### config.mk
export PLATFORM = sky130hd
export DESIGN_NAME = fetch_ctrl_flat
export DESIGN_NICKNAME = d
export VERILOG_FILES = /design/src/rtl/fetch_ctrl_if.sv /design/src/rtl/fetch_ctrl.sv /design/src/flat_wrapper.sv
export SDC_FILE = /design/constraint.sdc
export NUM_CORES = 1
export LEC_CHECK = 0
export BUFFER_PORTS_ARGS = -buffer_cell sky130_fd_sc_hd__buf_2
export CAP_MARGIN = 20
export CORE_AREA = 2 2 162 164
export CTS_BUF_LIST = sky130_fd_sc_hd__clkbuf_8
export CTS_CLUSTER_DIAMETER = 30
export DETAILED_ROUTE_END_ITERATION = 16
export DIE_AREA = 0 0 164 166
export SYNTH_ARGS = -nofsm -noshare
export SYNTH_HDL_FRONTEND = slang
export SYNTH_SLANG_ARGS = --single-unit
### constraint.sdc
create_clock -name clk -period 3.35 [get_ports clk]
set_clock_uncertainty 0.1 [all_clocks]
set_input_delay 0.67 -clock clk [delete_from_list [all_inputs] [get_ports clk]]
set_output_delay 0.67 -clock clk [all_outputs]
set_load 0.01 [all_outputs]
### src/rtl/fetch_ctrl_if.sv
// Memory-read and decode handshakes of the instruction-fetch controller.
// The master modport is the fetch_ctrl side. The slave modport is the memory/decode side.
interface fetch_ctrl_if;
  logic        mem_req;
  logic [31:0] mem_addr;
  logic        mem_ack;
  logic [31:0] mem_rdata;
  logic [31:0] instr;
  logic [31:0] instr_pc;
  logic        instr_valid;
  logic        instr_ready;

  modport master (
    output mem_req, mem_addr, instr, instr_pc, instr_valid,
    input  mem_ack, mem_rdata, instr_ready
  );

  modport slave (
    input  mem_req, mem_addr, instr, instr_pc, instr_valid,
    output mem_ack, mem_rdata, instr_ready
  );
endinterface

### src/rtl/fetch_ctrl.sv
// Instruction-fetch sequencer: owns the PC, issues memory reads, and hands words to decode.
// Optional watchdog on stalled reads is built when FETCH_TIMEOUT_EN is defined.
module fetch_ctrl #(
  parameter logic [31:0] RESET_PC       = 32'h0000_0000,
  parameter logic [31:0] PC_STEP        = 32'd4,
  parameter int          TIMEOUT_CYCLES = 16
) (
  input  logic          clk,
  input  logic          rst,
  input  logic          en,
  input  logic          redirect,
  input  logic [31:0]   redirect_pc,
  output logic [31:0]   pc,
  output logic          fetch_err,
  fetch_ctrl_if.master  bus
);

  typedef enum logic [1:0] {IDLE, FETCH, VALID} state_t;

  state_t      state_q, state_d;
  logic [31:0] pc_q, pc_d;
  logic [31:0] hold_q, hold_d;
  logic [31:0] instr_q, instr_d;
  logic [31:0] ipc_q, ipc_d;
  logic        flush_q, flush_d;
  logic        gap_q, gap_d;
  logic        req_on;
  logic        tmo;
  logic [31:0] target;

  assign req_on = (state_q == FETCH) && !gap_q;
  assign target = redirect_pc & ~32'h3;

  always_ff @(posedge clk or negedge rst) begin
    if (!rst) begin
      state_q <= IDLE;
      pc_q    <= RESET_PC;
      hold_q  <= '0;
      instr_q <= '0;
      ipc_q   <= '0;
      flush_q <= 1'b0;
      gap_q   <= 1'b0;
    end else begin
      state_q <= state_d;
      pc_q    <= pc_d;
      hold_q  <= hold_d;
      instr_q <= instr_d;
      ipc_q   <= ipc_d;
      flush_q <= flush_d;
      gap_q   <= gap_d;
    end
  end

  always_comb begin
    state_d = state_q;
    pc_d    = pc_q;
    hold_d  = hold_q;
    instr_d = instr_q;
    ipc_d   = ipc_q;
    flush_d = flush_q;
    gap_d   = 1'b0;
    case (state_q)
      IDLE: begin
        if (redirect) pc_d = target;
        if (en) state_d = FETCH;
      end
      FETCH: begin
        if (gap_q) begin
          if (redirect) pc_d = target;
          if (!en) state_d = IDLE;
        end else if (redirect) begin
          pc_d = target;
          if (bus.mem_ack) begin
            flush_d = 1'b0;
            gap_d   = 1'b1;
          end else begin
            // The memory still sees the original address until the stale ack returns.
            if (!flush_q) hold_d = pc_q;
            flush_d = 1'b1;
          end
        end else if (bus.mem_ack) begin
          if (flush_q) begin
            flush_d = 1'b0;
            gap_d   = 1'b1;
          end else begin
            instr_d = bus.mem_rdata;
            ipc_d   = pc_q;
            pc_d    = pc_q + PC_STEP;
            state_d = VALID;
          end
        end else if (tmo) begin
          flush_d = 1'b0;
          gap_d   = 1'b1;
        end
      end
      VALID: begin
        if (redirect) begin
          pc_d    = target;
          state_d = en ? FETCH : IDLE;
        end else if (bus.instr_ready) begin
          state_d = en ? FETCH : IDLE;
        end
      end
      default: state_d = IDLE;
    endcase
  end

`ifdef FETCH_TIMEOUT_EN
  localparam int CNT_W = $clog2(TIMEOUT_CYCLES) + 1;

  logic [CNT_W-1:0] cnt_q;
  logic             err_q;

  // Counts unanswered request cycles; the last one triggers a one-cycle drop and retry.
  assign tmo = req_on && !bus.mem_ack && !redirect &&
               (cnt_q == CNT_W'(TIMEOUT_CYCLES - 1));

  always_ff @(posedge clk or negedge rst) begin
    if (!rst) begin
      cnt_q <= '0;
      err_q <= 1'b0;
    end else begin
      err_q <= tmo;
      if (req_on && !bus.mem_ack && !redirect && !tmo) cnt_q <= cnt_q + 1'b1;
      else cnt_q <= '0;
    end
  end

  assign fetch_err = err_q;
`else
  logic unused_timeout;

  assign tmo            = 1'b0;
  assign fetch_err      = 1'b0;
  assign unused_timeout = ^TIMEOUT_CYCLES;
`endif

  assign bus.mem_req     = req_on;
  assign bus.mem_addr    = flush_q ? hold_q : pc_q;
  assign bus.instr       = instr_q;
  assign bus.instr_pc    = ipc_q;
  assign bus.instr_valid = (state_q == VALID);
  assign pc              = pc_q;

endmodule

### src/flat_wrapper.sv
// flat-port wrapper written by rule: the top's interface ports become plain ports
module fetch_ctrl_flat 
#(
  parameter logic [31:0] RESET_PC       = 32'h0000_0000,
  parameter logic [31:0] PC_STEP        = 32'd4,
  parameter int          TIMEOUT_CYCLES = 16
)
  (clk, rst, en, redirect, redirect_pc, pc, fetch_err, bus_mem_req, bus_mem_addr, bus_instr, bus_instr_pc, bus_instr_valid, bus_mem_ack, bus_mem_rdata, bus_instr_ready);
  fetch_ctrl_if bus_i ();
  input  logic clk;
  input  logic rst;
  input  logic en;
  input  logic redirect;
  input  logic [31:0] redirect_pc;
  output logic [31:0] pc;
  output logic fetch_err;
  output wire logic [$bits(bus_i.mem_req)-1:0] bus_mem_req;
  output wire logic [$bits(bus_i.mem_addr)-1:0] bus_mem_addr;
  output wire logic [$bits(bus_i.instr)-1:0] bus_instr;
  output wire logic [$bits(bus_i.instr_pc)-1:0] bus_instr_pc;
  output wire logic [$bits(bus_i.instr_valid)-1:0] bus_instr_valid;
  input wire logic [$bits(bus_i.mem_ack)-1:0] bus_mem_ack;
  input wire logic [$bits(bus_i.mem_rdata)-1:0] bus_mem_rdata;
  input wire logic [$bits(bus_i.instr_ready)-1:0] bus_instr_ready;
  assign bus_mem_req = bus_i.mem_req;
  assign bus_mem_addr = bus_i.mem_addr;
  assign bus_instr = bus_i.instr;
  assign bus_instr_pc = bus_i.instr_pc;
  assign bus_instr_valid = bus_i.instr_valid;
  assign bus_i.mem_ack = bus_mem_ack;
  assign bus_i.mem_rdata = bus_mem_rdata;
  assign bus_i.instr_ready = bus_instr_ready;
  fetch_ctrl #(.RESET_PC(RESET_PC), .PC_STEP(PC_STEP), .TIMEOUT_CYCLES(TIMEOUT_CYCLES)) u_core (.clk(clk), .rst(rst), .en(en), .redirect(redirect), .redirect_pc(redirect_pc), .pc(pc), .fetch_err(fetch_err), .bus(bus_i));
endmodule
==> Word-level counts from Yosys, hierarchy flattened <==
Cells that the tools add are included.
{ "totals": {"reg_bits": 132, "input_bits": 70, "output_inout_bits": 131, "wordCells": 59} }
{ "classes": {"n_addsub": 1, "eq_ne": 10, "mux": 26, "bitwise_logic": 4, "reduce_logical": 11} }
{ "ops": {"columns": ["cell", "n"], "rows": [
  ["32-bit 2-to-1 mux", 6],
  ["32-bit case mux with 2 select lines", 1],
  ["32-bit by 3-bit adder with 32-bit output, second input constant", 1],
  ["2-bit 2-to-1 mux", 8],
  ["1-bit 2-to-1 mux", 10],
  ["3-bit by 2-bit inequality test with 1-bit output, second input constant", 3],
  ["3-bit inequality test, second input constant", 2],
  ["2-bit case mux with 3 select lines", 1],
  ["3-bit AND reduction", 2],
  ["6-bit AND reduction", 1],
  ["5-bit AND reduction", 1],
  ["4-bit by 3-bit inequality test with 1-bit output, second input constant", 1],
  ["4-bit inequality test, second input constant", 1],
  ["1-bit inverter", 4],
  ["4-bit AND reduction", 1],
  ["2-bit nonzero test", 2],
  ["2-bit by 1-bit == test with 1-bit output, second input constant", 1],
  ["2-bit == test, second input constant", 1],
  ["2-bit zero test", 1],
  ["2-bit inequality test, second input constant", 1],
  ["2-bit OR reduction", 1],
  ["1-bit logical AND", 1],
  ["1-bit zero test", 1]
]} }

==> Depth between registers and ports, before layout <==
Gate-level depths: netlist (run 1).
{ "depth": {"word_depth": 6, "mapped_depth": 8} }

==> Worst setup path after synthesis (run 1) <==
Ideal clock, no wire load.
{ "synth_timing": {"path_type": "input-to-reg", "startpoint": "input redirect", "endpoint": "register u_core.pc_q[31] (netlist: u_core.pc[31])", "setup_time_ps": 87, "t_arrival_ps": 2248, "path_slack_ps": 916, "cell_stages": 6, "n_path_buf": 1, "cell_sequence": "buf_6 > or3b_4 > nor3_4 > nand4_4 > or4_1 > o211ai_1"} }
{ "synth_via": {"elab_chain_len": 3} }
{ "synth_lines": {"columns": ["element", "line_no", "source"], "rows": [
  ["start, declared", "flat_wrapper.sv:13", "input logic redirect;"],
  ["32-bit 2-to-1 mux, on equally long branches", null, null],
  ["32-bit 2-to-1 mux", "fetch_ctrl.sv:68", "if (gap_q) begin"],
  ["32-bit case mux with 2 select lines", "fetch_ctrl.sv:62", "case (state_q)"],
  ["end signal, assigned", "fetch_ctrl.sv:45", "pc_q <= pc_d;"],
  ["end, declared", "fetch_ctrl.sv:21", "logic [31:0] pc_q, pc_d;"]
]} }
Parallel ways exist; a longest one is shown, timed or not.
A chain may end at the register's enable or synchronous reset.

==> Final worst setup path (run 1) <==
{ "layout_timing": {"startpoint": "register u_core.state_q[0]", "endpoint": "output bus_mem_req"} }
{ "layout_via": {"elab_chain_len": 2} }
{ "layout_lines": {"columns": ["element", "line_no", "source"], "rows": [
  ["start, declared", "fetch_ctrl.sv:20", "state_t state_q, state_d;"],
  ["start signal, assigned", "fetch_ctrl.sv:44", "state_q <= state_d;"],
  ["2-bit by 1-bit == test with 1-bit output", "fetch_ctrl.sv:31", "assign req_on = (state_q == FETCH) && !gap_q;"],
  ["1-bit logical AND", "fetch_ctrl.sv:31", null],
  ["end, declared", "flat_wrapper.sv:17", "output wire logic [$bits(bus_i.mem_req)-1:0] bus_mem_req;"]
]} }
Every way passes these cells.

==> impl_results.md, run 1 <==
* Worst-path clk slew at 80 ps
* Critical Path Start Type: register
* Input/output buffers at 197
* Critical-path top delay cell: dfrtp_1
* Slew margin rel. at 0.335
* DRC violations left at 0
* Clk buf depth at 2
* FFs w/ async S/R, synth at 1.00
* Largest net degree at the start of global routing at 76
* CTS Hold Bufs at 0
* Status: completed
* Synth unique cells at 60
* Critical Path RT at 2580 ps
* Ys Warns at 0
* I/O pins at about 200
* Top cells by count, synth: dfrtp_1 (132), mux2_2 (111), nand2_1 (45), o21ai_0 (38), a21oi_1 (20)
* Layout cells sized above 1 at 0.489
* Endpoint type of the worst setup path: output pin
* DPL Wire Length at 13,500 um
* Placed Cells at approximately 1,100
* Max stage delay on crit path at 530 ps
* Final setup viols at 0
* Final Hold Viols at 0
* Global Route Usage Sum at 0.139
* Row count at 59
* Total vias in the final route at 5,030
* CTS Buf Count at 17
* Die area at 27,200 um2
* Overall die width at 164 um
* Worst skew pair latency at 440 ps
* Setup ws final at 700 ps
* Pleak at about 3.8 nW
* First-pass GRT wire length at 28,300 um
* Core ar. at 25,600 um2
* Final min period at 2650 ps
* Initial antenna violation count at 5
* DR pass1 iterations at 4
* # nets final at a little over 800
* Worst reg2reg endpoint: u_core.pc[15]
* Initial Utilization at 0.246
* Initial DRC count at roughly 260
* Gpl congestion at 0.794
* Post-CTS setup buffer count at 0
* WL/cell at 17.5 um
* Reg2Reg Depth at 5
* DR vias/cell at 4.63
* Cells after Synth at 539
* CTS sink count at roughly 130
* Max Fclk at 0.377 GHz
* Register area share after synthesis at 0.525
* Setup TNS at 0 ps
* Overall routed net length at between 15,000 and 20,000 um
* Critical path class: register to output pin
* VDD IR-drop max at 0.353 mV
* ANT nets after route at 0
* CP Max Fanout at 10
* CTS tree: yes
* Worst Max-Slew Pin Slew at 997 ps
* Commonest register cell after synthesis: dfrtp_1
* Yosys top cell area share at 0.525
* MaxCap Viol Count at 0
* Reg-to-reg setup timing slack at 890 ps
* CP arrival at 1880 ps
* Root Buffer Master: clkbuf_8
* Fin. max-slew vios at 0
* PD cells at about 900 nW/um2
* Cts repair resizes at 0
* Worst path cell trace: clkinv_1 -> nor3_2 -> buf_4 -> buf_2
* Most common cell in the netlist: dfrtp_1
* Post-route insts no fill at 1,086
* RR Startpoint: u_core.pc[10]
* Unrepaired setup endpoints after global routing: false
* Area grow syn2layout at 27.9%
* Grt total ovfl at 0
* Final worst path period share at 0.791
* Pre-CTS WS at 558 ps
* Synth area leaders: dfrtp_1 (52%), mux2_2 (20%), o21ai_0 (3.0%)
* Die H at 166 um
* H-tree lvl count at 4
* HP Class: input port to async pin
* Syn Std Cell Area at 6290 um2
* Avg Inst Size Synth at 11.7 um2
* Post-synthesis register bit count at roughly 130
* Vias in the first global route at roughly 4,700
* Net count after synthesis at 610
* Post-synth EDFFs at 0
* Yosys top cell by area: dfrtp_1
==> cells by family (layout without fill, tap and decap cells) <==
family / count (synthesis) / after routing / synth area share
adders and majority gates: 1 / 1 / 0.00199
AOI/OAI and AO/OA: 115 / 115 / 0.118
DFF: 132 / 132 / 0.525
muxes: 112 / 112 / 0.200
and+or+nand+nor: 127 / 127 / 0.111
buffers and inverters: 49 / 258 / 0.0402
xor gates and xnor gates: 2 / 2 / 0.00278
other: 1 / 4 / 0.000596
==> worst max path at each step <==
stage / slack [ps] / from / cells past startpoint / endpoint
finish: 700 / u_core.state_q[0] / 4 / bus_mem_req
global route: 520 / u_core.state_q[0] / 4 / bus_mem_req
CTS: 640 / u_core.state_q[0] / 4 / bus_mem_req
detailed placement: 560 / redirect / 4 / u_core.bus.instr[28]
global placement: 560 / redirect / 4 / u_core.bus.instr[4]
floorplan: 920 / redirect / 6 / u_core.pc[31]
==> power by group <==
part           total [W]  internal, W  switching [W]
Combinational    0.00312      0.00146        0.00165
Clock            0.00137     0.000708       0.000660
Sequential       0.00280      0.00228       0.000516
==> metrics by stage <==
stage | area, um2 | total power [W] | util | hold slack, ps
final | 8050 | 0.00728 | 0.314 | 110
after detailed placement | 7650 | 0.00599 | 0.299 | 367
after global routing | 8040 | 0.00782 | 0.314 | 120
after global placement | 7650 | 0.00591 | 0.299 | 358
after CTS | 8040 | 0.00740 | 0.314 | 121
after floorplan | 6290 | 0.00466 | - | 274
==> metal layers <==
layer	up-vias	global-route usage	wire length [um]
met1	2462	0.180	8590
met5	-	0	24
met2	172	0.219	8910
li1	2378	-	-
met4	4	0.0343	172
met3	14	0.0500	1300
==> flip-flops by register name, indices dropped and copies added (netlist names) <==
| register | count |
|---|---|
| u_core.state_q | 2 |
| u_core.hold_q | 32 |
| u_core.flush_q | 1 |
| u_core.bus.instr | 32 |
| u_core.bus.instr_pc | 32 |
| u_core.gap_q | 1 |
| u_core.pc | 32 |
==> worst max-delay path, delay by kind of cell (launching register included) <==
| kind | cells | cell delay, ps |
|---|---|---|
| buf+inv | 3 | 680 |
| flops | 1 | 530 |
| simple gates | 1 | 240 |
==> layout make-up <==
| type | instances | area, um2 |
|---|---|---|
| well taps | 335 | 419 |
| repair buffers | 214 | 1130 |
| flip-flops and latches | 132 | 3300 |
| fillers | 2657 | 17600 |
| multi-input cells | 358 | 2750 |
| inverters | 12 | 45.0 |
| clock inverters | 12 | 114 |
| diodes | 3 | 7.51 |
| clock buffers | 20 | 275 |
==> layout by cell type (no fill, tap or decap), types with 3 or more instances in the layout <==
master      Yosys  routed
o22ai_1        10      10
nor4_1          7       7
and2_1          3       3
clkinv_2        0       4
mux2_2        111     111
nand3_1        13      13
nand2_1        45      45
buf_4           4      16
inv_1          11      14
and3_1          4       4
nor3_1          6       6
a31oi_1         5       5
o211ai_1        6       6
nand2b_1        4       4
or4_1           5       5
clkinvlp_4      0       3
a41oi_1         4       4
buf_2           5     196
nor3b_1         3       3
nand4_1         8       8
o2bb2ai_1       3       3
a32oi_1         4       4
diode_2         0       3
dfrtp_1       132     131
a22o_1          3       3
a21oi_1        20      20
and4_1          3       3
o21ai_0        38      38
nor2_1         13      12
clkbuf_8        0      20
Note: power is estimated with default switching activity, not from simulation.
==> run 2: changes to the inputs <==
==> constraint.sdc (replaced) <==
create_clock -name clk -period 2.21 [get_ports clk]
set_clock_uncertainty 0.1 [all_clocks]
set_input_delay 0.442 -clock clk [delete_from_list [all_inputs] [get_ports clk]]
set_output_delay 0.442 -clock clk [all_outputs]
set_load 0.01 [all_outputs]
==> run 2 against run 1 <==
Compared with the run above: hold slack better by 5.7 ps; setup slack lost 600 ps; combinational power up 73%; global-route usage is 0.42 points higher; design area rose by 5.1%; sequential power grew 44%; final cell count up 4.0%; power increased by 58%.
==> impl_results.md, run 2 (synthesis gave the netlist of run 1 again) <==
* Post-route insts no fill at 1,129 (was 1,086)
* Area occupied by registers at 3300 um2 (unchanged)
* Overall routed net length at 19,400 um (was 19,000 um)
* DR pass1 iterations at 5 (was 4)
* CTS sink count at 132 (unchanged)
* Initial antenna violation count at 5 (unchanged)
* Overall die width at 164 um (unchanged)
* Gpl congestion at 0.809 (was 0.794)
* DR vias/cell at 4.59 (was 4.63)
* Clk buf depth at 2 (unchanged)
* Unrepaired setup endpoints after global routing: false (unchanged)
* ANT nets after route at 0 (unchanged)
* Worst path cell trace: buf_6 -> mux2_2 -> buf_2 (was clkinv_1 -> nor3_2 -> buf_4 -> buf_2)
* Input/output buffers at 197 (unchanged)
* Grt total ovfl at 0 (unchanged)
* Status: completed (unchanged)
* Die area at 27,200 um2 (unchanged)
* Placed Cells at 1,093 (was 1,051)
* Most frequent cells in the layout: buf_2 (196), dfrtp_1 (131), mux2_2 (111), buf_4 (51), nand2_1 (45) (was buf_2 (196), dfrtp_1 (131), mux2_2 (111), nand2_1 (45), o21ai_0 (38))
* Area grow syn2layout at 34.4% (was 27.9%)
* Critical path class: register to output pin (unchanged)
* Layout cells sized above 1 at 0.518 (was 0.489)
* # nets final at 849 (was 806)
* Worst skew pair latency at 450 ps (was 440 ps)
* MaxCap Viol Count at 0 (unchanged)
* Initial DRC count at 323 (was 261)
* Critical-path top delay cell: dfrtp_2 (was dfrtp_1)
* Root Buffer Master: clkbuf_8 (unchanged)
* VDD IR-drop max at 0.491 mV (was 0.353 mV)
* Initial Utilization at 0.246 (unchanged)
* CTS Buf Count at 17 (unchanged)
* PD cells at 1360 nW/um2 (was 905 nW/um2)
* Most common cell after layout, fill and taps aside: buf_2 (unchanged)
* Worst-path clk slew at 80 ps (about the same)
* Global Route Usage Sum at 0.143 (was 0.139)
* I/O pins at 201 (unchanged)
* HP Class: input port to register (was input port to async pin)
* Setup TNS at 0 ps (unchanged)
* Max Fclk at around 0.47 GHz
* Post-CTS setup buffer count at 0 (unchanged)
* Final worst path period share at 0.955
* CP arrival at 1570 ps (was 1880 ps)
* Endpoint type of the worst setup path: output pin (unchanged)
* Critical Path Start Type: register (unchanged)
* First-pass GRT wire length at 29,200 um (was 28,300 um)
* Largest net degree at the start of global routing at 52 (was 76)
* Fill count at 2,631 (was 2,657)
* Final Hold Viols at 0 (unchanged)
* Vias in the first global route at 5,000 (was 4,660)
* Die H at 166 um (unchanged)
* Final setup viols at 0 (unchanged)
* Max stage delay on crit path at 390 ps (was 530 ps)
* Row count at 59 (unchanged)
* Area of the multi-input gates at 2760 um2 (was 2750 um2)
* Total power draw at 0.0115 W (was 0.00728 W)
* Fin. max-slew vios at 0 (unchanged)
* Total vias in the final route at 5,182 (was 5,030)
* Final min period at 2110 ps
* CP Max Fanout at 14 (was 10)
* H-tree lvl count at 4 (unchanged)
* DPL Wire Length at 14,300 um (was 13,500 um)
* DRC violations left at 0 (unchanged)
* CTS tree: yes (unchanged)
* Core ar. at 25,600 um2 (unchanged)
* WL/cell at 17.2 um (was 17.5 um)
* Critical Path RT at 1670 ps (was 2580 ps)
* Pleak at 3.99 nW (was 3.75 nW)
[run 2: cell count changes in the layout (fill, tap and decap cells not counted)]
cell / delta
nor4_2: +1
buf_12: +5
dlygate4sd3_1: +1
nor4_1: -1
ha_1: -1
buf_8: +1
o21ai_1: +1
ha_2: +1
buf_4: +35
buf_6: +1
o21ai_0: -1
[run 2: path summary, 6_finish.rpt]
path	startpoint	end	slack [ps]	depth (start not counted)
worst max-delay path	u_core.flush_q	bus_mem_addr[5]	100	3
worst min-delay path	bus_mem_rdata[30]	u_core.bus.instr[30]	120	2
worst max register to register	u_core.gap_q	u_core.pc[31]	170	5
worst min register to register	u_core.bus.instr_pc[17]	u_core.bus.instr_pc[17]	380	2
max in group asynchronous	rst	u_core.flush_q	1010	3
min in group asynchronous	rst	u_core.bus.instr_pc[19]	350	2
[run 2: final cells by class]
type | instances | share of cell area
Multi-Input combinational cell | 358 | 0.326
Clock inverter | 12 | 0.0135
Timing Repair Buffer | 257 | 0.181
Tap cell | 335 | 0.0496
Clock buffer | 20 | 0.0326
Antenna cell | 3 | 0.000888
Sequential cell | 132 | 0.391
Inverter | 12 | 0.00533
[run 2: where the power goes]
| group | total [W] | internal, W | switching (W) |
|---|---|---|---|
| clock | 0.00206 | 0.00107 | 0.000991 |
| sequential | 0.00402 | 0.00346 | 0.000555 |
| combinational | 0.00540 | 0.00256 | 0.00284 |
| total | 0.0115 | 0.00709 | 0.00438 |
[run 2: metal layers]
| metal | vias to the layer above | wire length (um) | global-route usage |
|---|---|---|---|
| li1 | 2468 | - | - |
| met4 | 6 | 216 | 0.0400 |
| met3 | 15 | 1450 | 0.0477 |
| met2 | 179 | 9120 | 0.226 |
| met1 | 2514 | 8560 | 0.186 |
| met5 | - | 37 | 0 |
[run 2: worst max-delay path: cells and delay by family, from the launching register on]
family                 cells  cell delay [ps]
buffers and inverters      2              370
flip-flops                 1              390
multiplexers               1              370
[run 2: timing repair]
item / in CTS / in global routing
hold buffers: 1 / 0
endpoints found under the hold margin: 31 / 0
endpoints found under the setup margin: 9 / 12
gates resized for setup: 2 / 4
[run 2: through the flow]
step                       util  hold slack, ps  setup WS, ps  area, um2
final                     0.330             116          98.4       8450
after global routing      0.330            78.6          4.42       8450
after CTS                 0.329            70.0          23.8       8430
after detailed placement  0.313             266         -28.9       8030
after global placement    0.313             261         -16.8       8030
after floorplan               -            46.4          3.70       6290
